`src/rtl/rvv_backend_alu_unit_mask_viota_seq.sv`:
```
// Sequential viota.m engine: streams exclusive prefix-popcounts CHUNK elements per beat.
// Optional build macro VIOTA_SEQ_CPOP_EN adds the out_cpop total-count port for vcpop.m.
module rvv_backend_alu_unit_mask_viota_seq #(
  parameter int VLEN  = 128,
  parameter int CHUNK = 32,
  parameter int OUT_W = $clog2(VLEN) + 1,
  localparam int NCHUNK = VLEN / CHUNK,
  localparam int IDX_W  = (NCHUNK > 1) ? $clog2(NCHUNK) : 1,
  localparam int VL_W   = $clog2(VLEN) + 1
) (
  input  logic                   clk,
  input  logic                   rst,
  input  logic                   src_valid,
  output logic                   src_ready,
  input  logic [VLEN-1:0]        src_mask,
  input  logic [VLEN-1:0]        src_vm,
  input  logic [VL_W-1:0]        src_vl,
  output logic                   out_valid,
  input  logic                   out_ready,
  output logic [CHUNK*OUT_W-1:0] out_data,
  output logic [CHUNK-1:0]       out_en,
  output logic [IDX_W-1:0]       out_idx,
  output logic                   out_last,
`ifdef VIOTA_SEQ_CPOP_EN
  output logic [OUT_W-1:0]       out_cpop,
`endif
  output logic [0:0]             dbg_state
);

  // Handshakes: a transfer happens on a rising clk edge where valid and ready are both high;
  // once out_valid is raised every out_* signal holds until that transfer.
  localparam logic [0:0] ST_IDLE = 1'b0;
  localparam logic [0:0] ST_RUN  = 1'b1;
  localparam int CSH = $clog2(CHUNK);

  logic [0:0]       state;
  logic [VLEN-1:0]  eff_mask;
  logic [VLEN-1:0]  act_mask;
  logic [IDX_W-1:0] chunk;
  logic [IDX_W-1:0] last_chunk;
  // Count of effective bits up to and including the chunk currently on the output.
  logic [OUT_W-1:0] run_cnt;

  logic accept;
  logic hs;

  assign src_ready = (state == ST_IDLE);
  assign accept    = src_ready & src_valid;
  assign hs        = out_valid & out_ready;
  assign dbg_state = state;

  logic [VLEN-1:0]  in_rng;
  logic [VLEN-1:0]  new_act;
  logic [VLEN-1:0]  new_eff;
  logic [IDX_W-1:0] new_last;

  always_comb begin
    in_rng = '0;
    for (int i = 0; i < VLEN; i++) begin
      in_rng[i] = (i < int'(src_vl));
    end
    new_act  = src_vm & in_rng;
    new_eff  = src_mask & new_act;
    new_last = '0;
    if (src_vl != '0) begin
      new_last = IDX_W'((src_vl - 1'b1) >> CSH);
    end
  end

  // Next beat: chunk 0 of the incoming request when idle, otherwise chunk+1 seeded by run_cnt.
  logic [IDX_W-1:0]       sel_idx;
  logic [CHUNK-1:0]       sel_bits;
  logic [CHUNK-1:0]       sel_en;
  logic                   sel_last;
  logic [VLEN-1:0]        sh_eff;
  logic [VLEN-1:0]        sh_act;
  logic [CHUNK*OUT_W-1:0] beat_data;
  logic [OUT_W-1:0]       acc;

  always_comb begin
    sel_idx   = '0;
    sel_bits  = '0;
    sel_en    = '0;
    sel_last  = 1'b0;
    sh_eff    = '0;
    sh_act    = '0;
    beat_data = '0;
    acc       = '0;
    if (state == ST_IDLE) begin
      sel_bits = new_eff[CHUNK-1:0];
      sel_en   = new_act[CHUNK-1:0];
      sel_last = (new_last == '0);
    end else begin
      sel_idx  = chunk + 1'b1;
      sh_eff   = eff_mask >> {sel_idx, {CSH{1'b0}}};
      sh_act   = act_mask >> {sel_idx, {CSH{1'b0}}};
      sel_bits = sh_eff[CHUNK-1:0];
      sel_en   = sh_act[CHUNK-1:0];
      sel_last = (sel_idx == last_chunk);
      acc      = run_cnt;
    end
    for (int j = 0; j < CHUNK; j++) begin
      beat_data[j*OUT_W +: OUT_W] = acc;
      acc = acc + OUT_W'(sel_bits[j]);
    end
  end

  always_ff @(posedge clk or posedge rst) begin
    if (rst) begin
      state      <= ST_IDLE;
      eff_mask   <= '0;
      act_mask   <= '0;
      chunk      <= '0;
      last_chunk <= '0;
      run_cnt    <= '0;
      out_valid  <= 1'b0;
      out_data   <= '0;
      out_en     <= '0;
      out_idx    <= '0;
      out_last   <= 1'b0;
`ifdef VIOTA_SEQ_CPOP_EN
      out_cpop   <= '0;
`endif
    end else if (accept) begin
      state      <= ST_RUN;
      eff_mask   <= new_eff;
      act_mask   <= new_act;
      last_chunk <= new_last;
      chunk      <= '0;
      run_cnt    <= acc;
      out_valid  <= 1'b1;
      out_data   <= beat_data;
      out_en     <= sel_en;
      out_idx    <= sel_idx;
      out_last   <= sel_last;
`ifdef VIOTA_SEQ_CPOP_EN
      out_cpop   <= sel_last ? acc : '0;
`endif
    end else if (hs) begin
      if (out_last) begin
        state     <= ST_IDLE;
        chunk     <= '0;
        run_cnt   <= '0;
        out_valid <= 1'b0;
        out_data  <= '0;
        out_en    <= '0;
        out_idx   <= '0;
        out_last  <= 1'b0;
`ifdef VIOTA_SEQ_CPOP_EN
        out_cpop  <= '0;
`endif
      end else begin
        chunk    <= sel_idx;
        run_cnt  <= acc;
        out_data <= beat_data;
        out_en   <= sel_en;
        out_idx  <= sel_idx;
        out_last <= sel_last;
`ifdef VIOTA_SEQ_CPOP_EN
        out_cpop <= sel_last ? acc : '0;
`endif
      end
    end
  end

endmodule

```
`config.mk`:
```
export PLATFORM = sky130hd
export DESIGN_NAME = rvv_backend_alu_unit_mask_viota_seq
export DESIGN_NICKNAME = d
export VERILOG_FILES = /design/src/rtl/rvv_backend_alu_unit_mask_viota_seq.sv
export SDC_FILE = /design/constraint.sdc
export NUM_CORES = 2
export LEC_CHECK = 0
export ABC_AREA = 0
export CORE_MARGIN = 2
export CORE_UTILIZATION = 45
export CTS_BUF_LIST = sky130_fd_sc_hd__clkbuf_16
export DETAILED_ROUTE_END_ITERATION = 8
export GPL_TIMING_DRIVEN = 0
export PLACE_DENSITY = 0.8
export SLEW_MARGIN = 20
export SYNTH_ARGS = -nofsm -noshare
export SYNTH_HDL_FRONTEND = slang
export SYNTH_SLANG_ARGS = --single-unit
```
`constraint.sdc`:
```
create_clock -name clk -period 57.1 [get_ports clk]
set_input_delay 11.42 -clock clk [delete_from_list [all_inputs] [get_ports clk]]
set_output_delay 11.42 -clock clk [all_outputs]
set_load 0.005 [all_outputs]
```
==> run_summary.xml <==
<?xml version="1.0" encoding="UTF-8"?>
<metrics>
  <group name="setup_path">
    <metric name="crit_family" unit="">adder cells</metric>
    <metric name="cp_slowest_cell" unit="">sky130_fd_sc_hd__xnor2_1</metric>
    <metric name="cp_data_required_time" unit="ps">57590</metric>
    <metric name="critPathKind" unit="">in -&gt; reg</metric>
    <metric name="path_buf_inv" unit="">3</metric>
    <metric name="startpoint_type" unit="">input port</metric>
    <metric name="critical_path.endpoint_type" unit="">flip-flop</metric>
    <metric name="timing.critical_path.arrival" unit="ps">28430</metric>
    <metric name="worstPathMaxFanout" unit="">10</metric>
    <metric name="timing.critical_path.mode_cell" unit="">sky130_fd_sc_hd__ha_1</metric>
    <metric name="cp_slowest_stage_delay" unit="ps">710</metric>
  </group>
  <group name="route">
    <metric name="drt_wl_total" unit="um">126000</metric>
    <metric name="drt-vias-per-instance" unit="">6.15</metric>
    <metric name="route.vias.total" unit="">27825</metric>
    <metric name="detailedRoute.firstPassIterationCount" unit="">6</metric>
    <metric name="route.detailed.drc" unit="">0</metric>
    <metric name="route.antenna.remaining_nets" unit="">0</metric>
    <metric name="initialDrtViolationCount" unit="">3087</metric>
    <metric name="avgRoutedWirePerCell" unit="um">27.8</metric>
  </group>
  <group name="sta">
    <metric name="timing.final.crit_period" unit="ps">27930</metric>
    <metric name="setup_tns" unit="ps">0</metric>
    <metric name="tightest_slew" unit="ps">1280</metric>
    <metric name="fmax" unit="GHz">0.0358</metric>
    <metric name="final_min_period_over_clock_period" unit="%">48.9</metric>
    <metric name="drv_slew" unit="">0</metric>
    <metric name="final_setup_viols" unit="">0</metric>
    <metric name="clock-skew-final" unit="ps">31.1</metric>
    <metric name="grt_setup_unrepaired" unit="">false</metric>
    <metric name="fin_hold_ws" unit="ps">472</metric>
    <metric name="final_hold_viol_count" unit="">0</metric>
    <metric name="timing.slew.headroom" unit="%">14.5</metric>
  </group>
  <group name="global_routing">
    <metric name="grt_antenna_before_repair" unit="">8</metric>
    <metric name="grt_util_all_layers" unit="%">35.8</metric>
    <metric name="overflow" unit="">0</metric>
    <metric name="global_route_wire_length_before_repair" unit="um">183000</metric>
    <metric name="grt_pass1_vias" unit="">27348</metric>
    <metric name="maximum_number_of_pins_on_one_net_before_global_route_repair" unit="">105</metric>
  </group>
  <group name="clock_network">
    <metric name="postCtsHoldBufs" unit="">0</metric>
    <metric name="clockBufferDepth" unit="">3</metric>
    <metric name="clk_pin_slew_worst_setup_hold_paths" unit="ps">60</metric>
    <metric name="cts-resized-gates" unit="">0</metric>
    <metric name="clk-insertion-delay-late" unit="ps">650</metric>
    <metric name="clock-root-buffer" unit="">sky130_fd_sc_hd__clkbuf_16</metric>
    <metric name="htreeDepth" unit="">2</metric>
    <metric name="cts_tree" unit="">done</metric>
    <metric name="numCtsBuffers" unit="">61</metric>
    <metric name="clock_sinks" unit="">560</metric>
    <metric name="post_cts.repair.setup_buffers" unit="">0</metric>
  </group>
  <group name="layout">
    <metric name="nets" unit="">3943</metric>
    <metric name="layout.core_utilization" unit="%">59.1</metric>
    <metric name="postLayoutCellArea" unit="um2">39100</metric>
    <metric name="area.growth.synth_to_final" unit="%">29.5</metric>
    <metric name="drive_gt1_share" unit="%">7.25</metric>
    <metric name="n_fill_cell" unit="">5654</metric>
  </group>
  <group name="yosys">
    <metric name="netlist.top_cell.by_area" unit="">sky130_fd_sc_hd__dfrtp_1</metric>
    <metric name="synth.ff_latch_count" unit="">560</metric>
    <metric name="synthesis.nets" unit="">3313</metric>
    <metric name="ys.flop_type" unit="">sky130_fd_sc_hd__dfrtp_1</metric>
    <metric name="synthTopCellsByArea" unit="">sky130_fd_sc_hd__dfrtp_1, sky130_fd_sc_hd__nand2_1, sky130_fd_sc_hd__o21ai_0, sky130_fd_sc_hd__mux4_2, sky130_fd_sc_hd__a22o_1</metric>
    <metric name="synth-async-reset-ratio" unit="%">100</metric>
    <metric name="synth-edff-count" unit="">0</metric>
    <metric name="synth_cells" unit="">2981</metric>
    <metric name="synth.avg_cell_area" unit="um2">10.1</metric>
    <metric name="leading_cell_types_by_count_after_synthesis" unit="">sky130_fd_sc_hd__nand2_1, sky130_fd_sc_hd__dfrtp_1, sky130_fd_sc_hd__o21ai_0</metric>
    <metric name="synth_top_area_share" unit="%">46.5</metric>
    <metric name="ys_seq_area_share" unit="%">46.5</metric>
    <metric name="netlist_area" unit="um2">30200</metric>
    <metric name="synthMostInstantiatedCell" unit="">sky130_fd_sc_hd__nand2_1</metric>
    <metric name="synth_cell_type_count" unit="">93</metric>
    <metric name="yosysWarnings" unit="">0</metric>
  </group>
  <group name="placed_design">
    <metric name="postPlaceCellArea" unit="um2">37000</metric>
    <metric name="port_buffers" unit="">560</metric>
    <metric name="detailedPlacementHpwl" unit="um">96700</metric>
    <metric name="finalWeightedCongestion" unit="">1.07</metric>
  </group>
  <group name="die">
    <metric name="io_pins" unit="">562</metric>
    <metric name="std_cell_rows" unit="">94</metric>
    <metric name="horizontal_extent_of_the_die" unit="um">263</metric>
    <metric name="start_util" unit="%">45.6</metric>
    <metric name="dieArea" unit="um2">69100</metric>
    <metric name="core" unit="um2">66100</metric>
    <metric name="die-height" unit="um">263</metric>
  </group>
  <group name="hold_path">
    <metric name="hp-class" unit="">reg -&gt; reg</metric>
  </group>
  <group name="outcome">
    <metric name="run_status" unit="">completed</metric>
  </group>
  <group name="flow_run">
    <metric name="cap_violations" unit="">0</metric>
  </group>
</metrics>
## tightest hold or removal path, stage by stage, from the launching register on
cell and delay [ps]:
sky130_fd_sc_hd__dfrtp_1 340, sky130_fd_sc_hd__nand2_1 50, sky130_fd_sc_hd__nand2_1 50
## layout make-up
type	count	area, um2	share of cell area [%]
inverter	20	82.6	0.211
clock inverter	47	477	1.22
buffer	185	721	1.85
timing repair buffer	567	5760	14.7
sequential	560	14000	35.9
antenna	6	15.0	0.0384
multi-input combinational	2216	15400	39.3
tap	864	1080	2.77
clock buffer	62	1550	3.97
## routing by layer
layer  GRT usage [%]  vias to the layer above  wire [um]
met4            20.5                        4       8250
met5               0                        -         20
met1            43.7                    13683      46200
met3            8.44                      429      12600
li1                -                    11896          -
met2            58.3                     1813      58600
## sequential cells by signal (all words and copies together) (netlist names)
register / count
out_data: 256
act_mask: 128
eff_mask: 128
out_en: 32
run_cnt: 8
chunk: 2
last_chunk: 2
out_idx: 2
dbg_state: 1
out_last: 1
## through the flow
step | setup WS (ps) | cells
after floorplan | 30020 | 2981
after global placement | 23230 | 4405
after detailed placement | 28780 | 4412
after CTS | 29380 | 4521
after global routing | 28470 | 4522
final | 29170 | 4527
## kinds of logic after synthesis
group / after synthesis / synth area share [%]
and+or+nand+nor: 1085 / 15.8
AOI/OAI and AO/OA: 726 / 16.4
DFF: 560 / 46.5
xor gates and xnor gates: 252 / 10.3
buffers and inverters: 205 / 2.62
muxes: 86 / 5.64
adders and majority gates: 67 / 2.75
## layout by cell type (no fill, tap or decap), drive strengths merged, types with 29 or more instances in the layout
cell type	Yosys	final
nor2	100	100
nand2	694	694
nor3	29	29
inv	20	30
clkdlybuf4s50	0	560
a21oi	61	61
a21o	34	34
nand4	54	54
xnor2	153	153
a22o	146	146
mux4	64	64
nand3	75	75
buf	32	37
o21ai	320	320
ha	64	64
dfrtp	560	560
a32o	52	52
clkbuf	153	217
xor2	71	71
## worst paths after layout
path	from	endpoint	slack (ps)	cells after the start
max in group asynchronous	rst	act_mask[49]	43890	5
setup / recovery	src_vl[7]	run_cnt[7]	29170	54
hold reg to reg	act_mask[14]	act_mask[14]	470	2
hold / removal	act_mask[14]	act_mask[14]	470	2
min in group asynchronous	rst	out_data[100]	11280	2
setup reg to reg	chunk[1]	run_cnt[7]	40270	52
Power is not shown: default switching activity piles up to over one toggle a cycle in this logic, so the estimate is an artifact.
==> variant, RTL diff (same settings) <==
`VLEN`: 128 -> 64.
--- a/src/rtl/rvv_backend_alu_unit_mask_viota_seq.sv
+++ b/src/rtl/rvv_backend_alu_unit_mask_viota_seq.sv
@@ -1,7 +1,7 @@
 // Sequential viota.m engine: streams exclusive prefix-popcounts CHUNK elements per beat.
 // Optional build macro VIOTA_SEQ_CPOP_EN adds the out_cpop total-count port for vcpop.m.
 module rvv_backend_alu_unit_mask_viota_seq #(
-  parameter int VLEN  = 128,
+  parameter int VLEN  = 64,
   parameter int CHUNK = 32,
   parameter int OUT_W = $clog2(VLEN) + 1,
   localparam int NCHUNK = VLEN / CHUNK,
Interface: changed (5 resized); port bits go from 562 to 400. The function was not compared with the original's and may differ.
==> variant against the unedited design <==
Critical path depth is 6 lower. Synthesized cell count fell by 16%. Setup slack gained 1.5 ns. Sequential cell count is 164 lower. Final area is 22% lower. Final cell count fell by 19%. Area after synthesis shrank 20%. Non-clock buffer count decreased by 205. Routed wire length shrank 29%. Register-to-register slack better by 0.71 ns. Maximum frequency up 5.7%. Critical path type unchanged.
Power is not shown: default switching activity piles up to over one toggle a cycle in this logic, so the estimate is an artifact.
==> variant: results (changes against the unedited design) <==
The minimum period implied by the final worst setup slack is 26.41 ns (-1.517 ns), and the largest stage delay on the critical path is 0.67 ns (-0.04 ns). The antenna cell count is 0 (-6), and the half-perimeter wire length of the detailed placement result is 69270 um (-28%). The flow ran to the end, and the final reports show no timing, DRC or antenna violations. The run gives 36660 um (-21%) as the met1 wire length. The wire length of the first global-routing pass came out at 134000 um (-27%). The largest fanout on the critical path is 7 (-3), and the clock skew after layout is 0.02139 ns (-0.009733 ns). The arithmetic-cell share of the synthesized area counting full adders, half adders and majority gates works out to 0.03589 (+0.008339). Xor and xnor fraction of the mapped netlist area: 0.1296 (+0.02668). The highest layer touched by signal routing is met4. The run gives 109 (+3.8%) as the pin count of the biggest net entering global routing.

The logs give 3155 (-20%) for the net total in the final layout and 0.4119 (-0.05275) for the sequential share of the synthesized area. The average via count per standard cell was 6.001 (-2.4%); the met3 layer wire length in the routed design was 6938 um (-45%). The largest registers in the layout are out_data: 224 flops, act_mask: 64 flops, eff_mask: 64 flops.

For the number of antenna violations at the first check in global routing, the log shows 0 (-8). Met1 routing resource usage after global routing: 0.4119 (-0.02545). The run gives 21825 (-20%) as the via count of the first global-routing pass. The tools report the number of buffers created by CTS as 43 (-30%). The mux cell area share after synthesis came out at 0.05050 (-0.005881).

After synthesis, the cell types taking the most area are sky130_fd_sc_hd__dfrtp_1, sky130_fd_sc_hd__nand2_1, sky130_fd_sc_hd__xnor2_1, sky130_fd_sc_hd__o21ai_0, sky130_fd_sc_hd__a22o_1. The tools report the met2 demand-to-capacity share in global routing as 0.5163 (-0.06717). Initial detailed-routing violation count: 1981 (-36%). After synthesis, the most frequently instantiated cells are sky130_fd_sc_hd__nand2_1, sky130_fd_sc_hd__dfrtp_1, sky130_fd_sc_hd__o21ai_0. The tools report the later-pin clock latency in the skew report as 0.59 ns (-0.06 ns).

Final estimated routing congestion in global placement: 0.9361 (-12%). For the reg2reg setup slack, the log shows 40.98 ns (+0.71 ns). The compound-gate portion of the synthesized area works out to 0.1921 (+0.02807). For the met3 track demand over resource in global routing, the log shows 0.06227 (-0.02216).

The critical path arrival is 26.94 ns (-1.49 ns), and the actual transition at the worst max-transition pin is 1.104 ns (-0.1779 ns). The wire length reported by the detailed router was 89050 um (-29%). The number of different library cells in the post-synthesis netlist was 94 (+1.1%).
[variant: changes by cell type in the layout (fill, tap and decap cells not counted), sizes merged, moves of 45 or more]
cell / delta
a21oi: +53
mux4: -64
o21ai: -90
dfrtp: -164
clkbuf: -50
clkdlybuf4s50: -164
nand2: -255
mux2: +45
[variant: critical path: cells and delay by family]
kind            cells  cell delay, ns
fa+ha+maj          23            7.84
compound gates      5            1.24
xor+xnor           10            3.29
buf+inv             1            0.49
simple gates        9            2.65
[variant: area by class of cell]
cell class	instances	area, um^2
Fill cell	4500	22250
Multi-Input combinational cell	1948	13520
Sequential cell	396	9910
Timing Repair Buffer	400	4074
Clock buffer	43	1076
Tap cell	688	860.8
Buffer	147	574.3
Clock inverter	31	325.3
Inverter	15	63.81
[variant: worst paths after layout]
path,from,to,depth (start not counted)
max in group asynchronous,rst,out_data[143],5
max reg2reg,dbg_state,run_cnt[5],47
max,src_vl[2],run_cnt[5],48
min,eff_mask[38],eff_mask[38],2
min reg2reg,eff_mask[38],eff_mask[38],2
min in group asynchronous,rst,act_mask[3],2
[variant: kinds of logic after synthesis]
group	count (synthesis)
fa+ha+maj	70
mux	111
compound gates	679
buf+inv	162
xor+xnor	267
flops	396
simple gates	821
[variant: per-stage QoR]
step	cell area, um^2	util	cells	hold WS, ns
after floorplan	24060	-	2506	0.4380
after global placement	28880	0.5485	3590	0.4544
after detailed placement	29000	0.5508	3594	0.4626
after CTS	30400	0.5774	3668	0.4763
after global routing	30400	0.5774	3668	0.4974
final	30400	0.5774	3668	0.4703
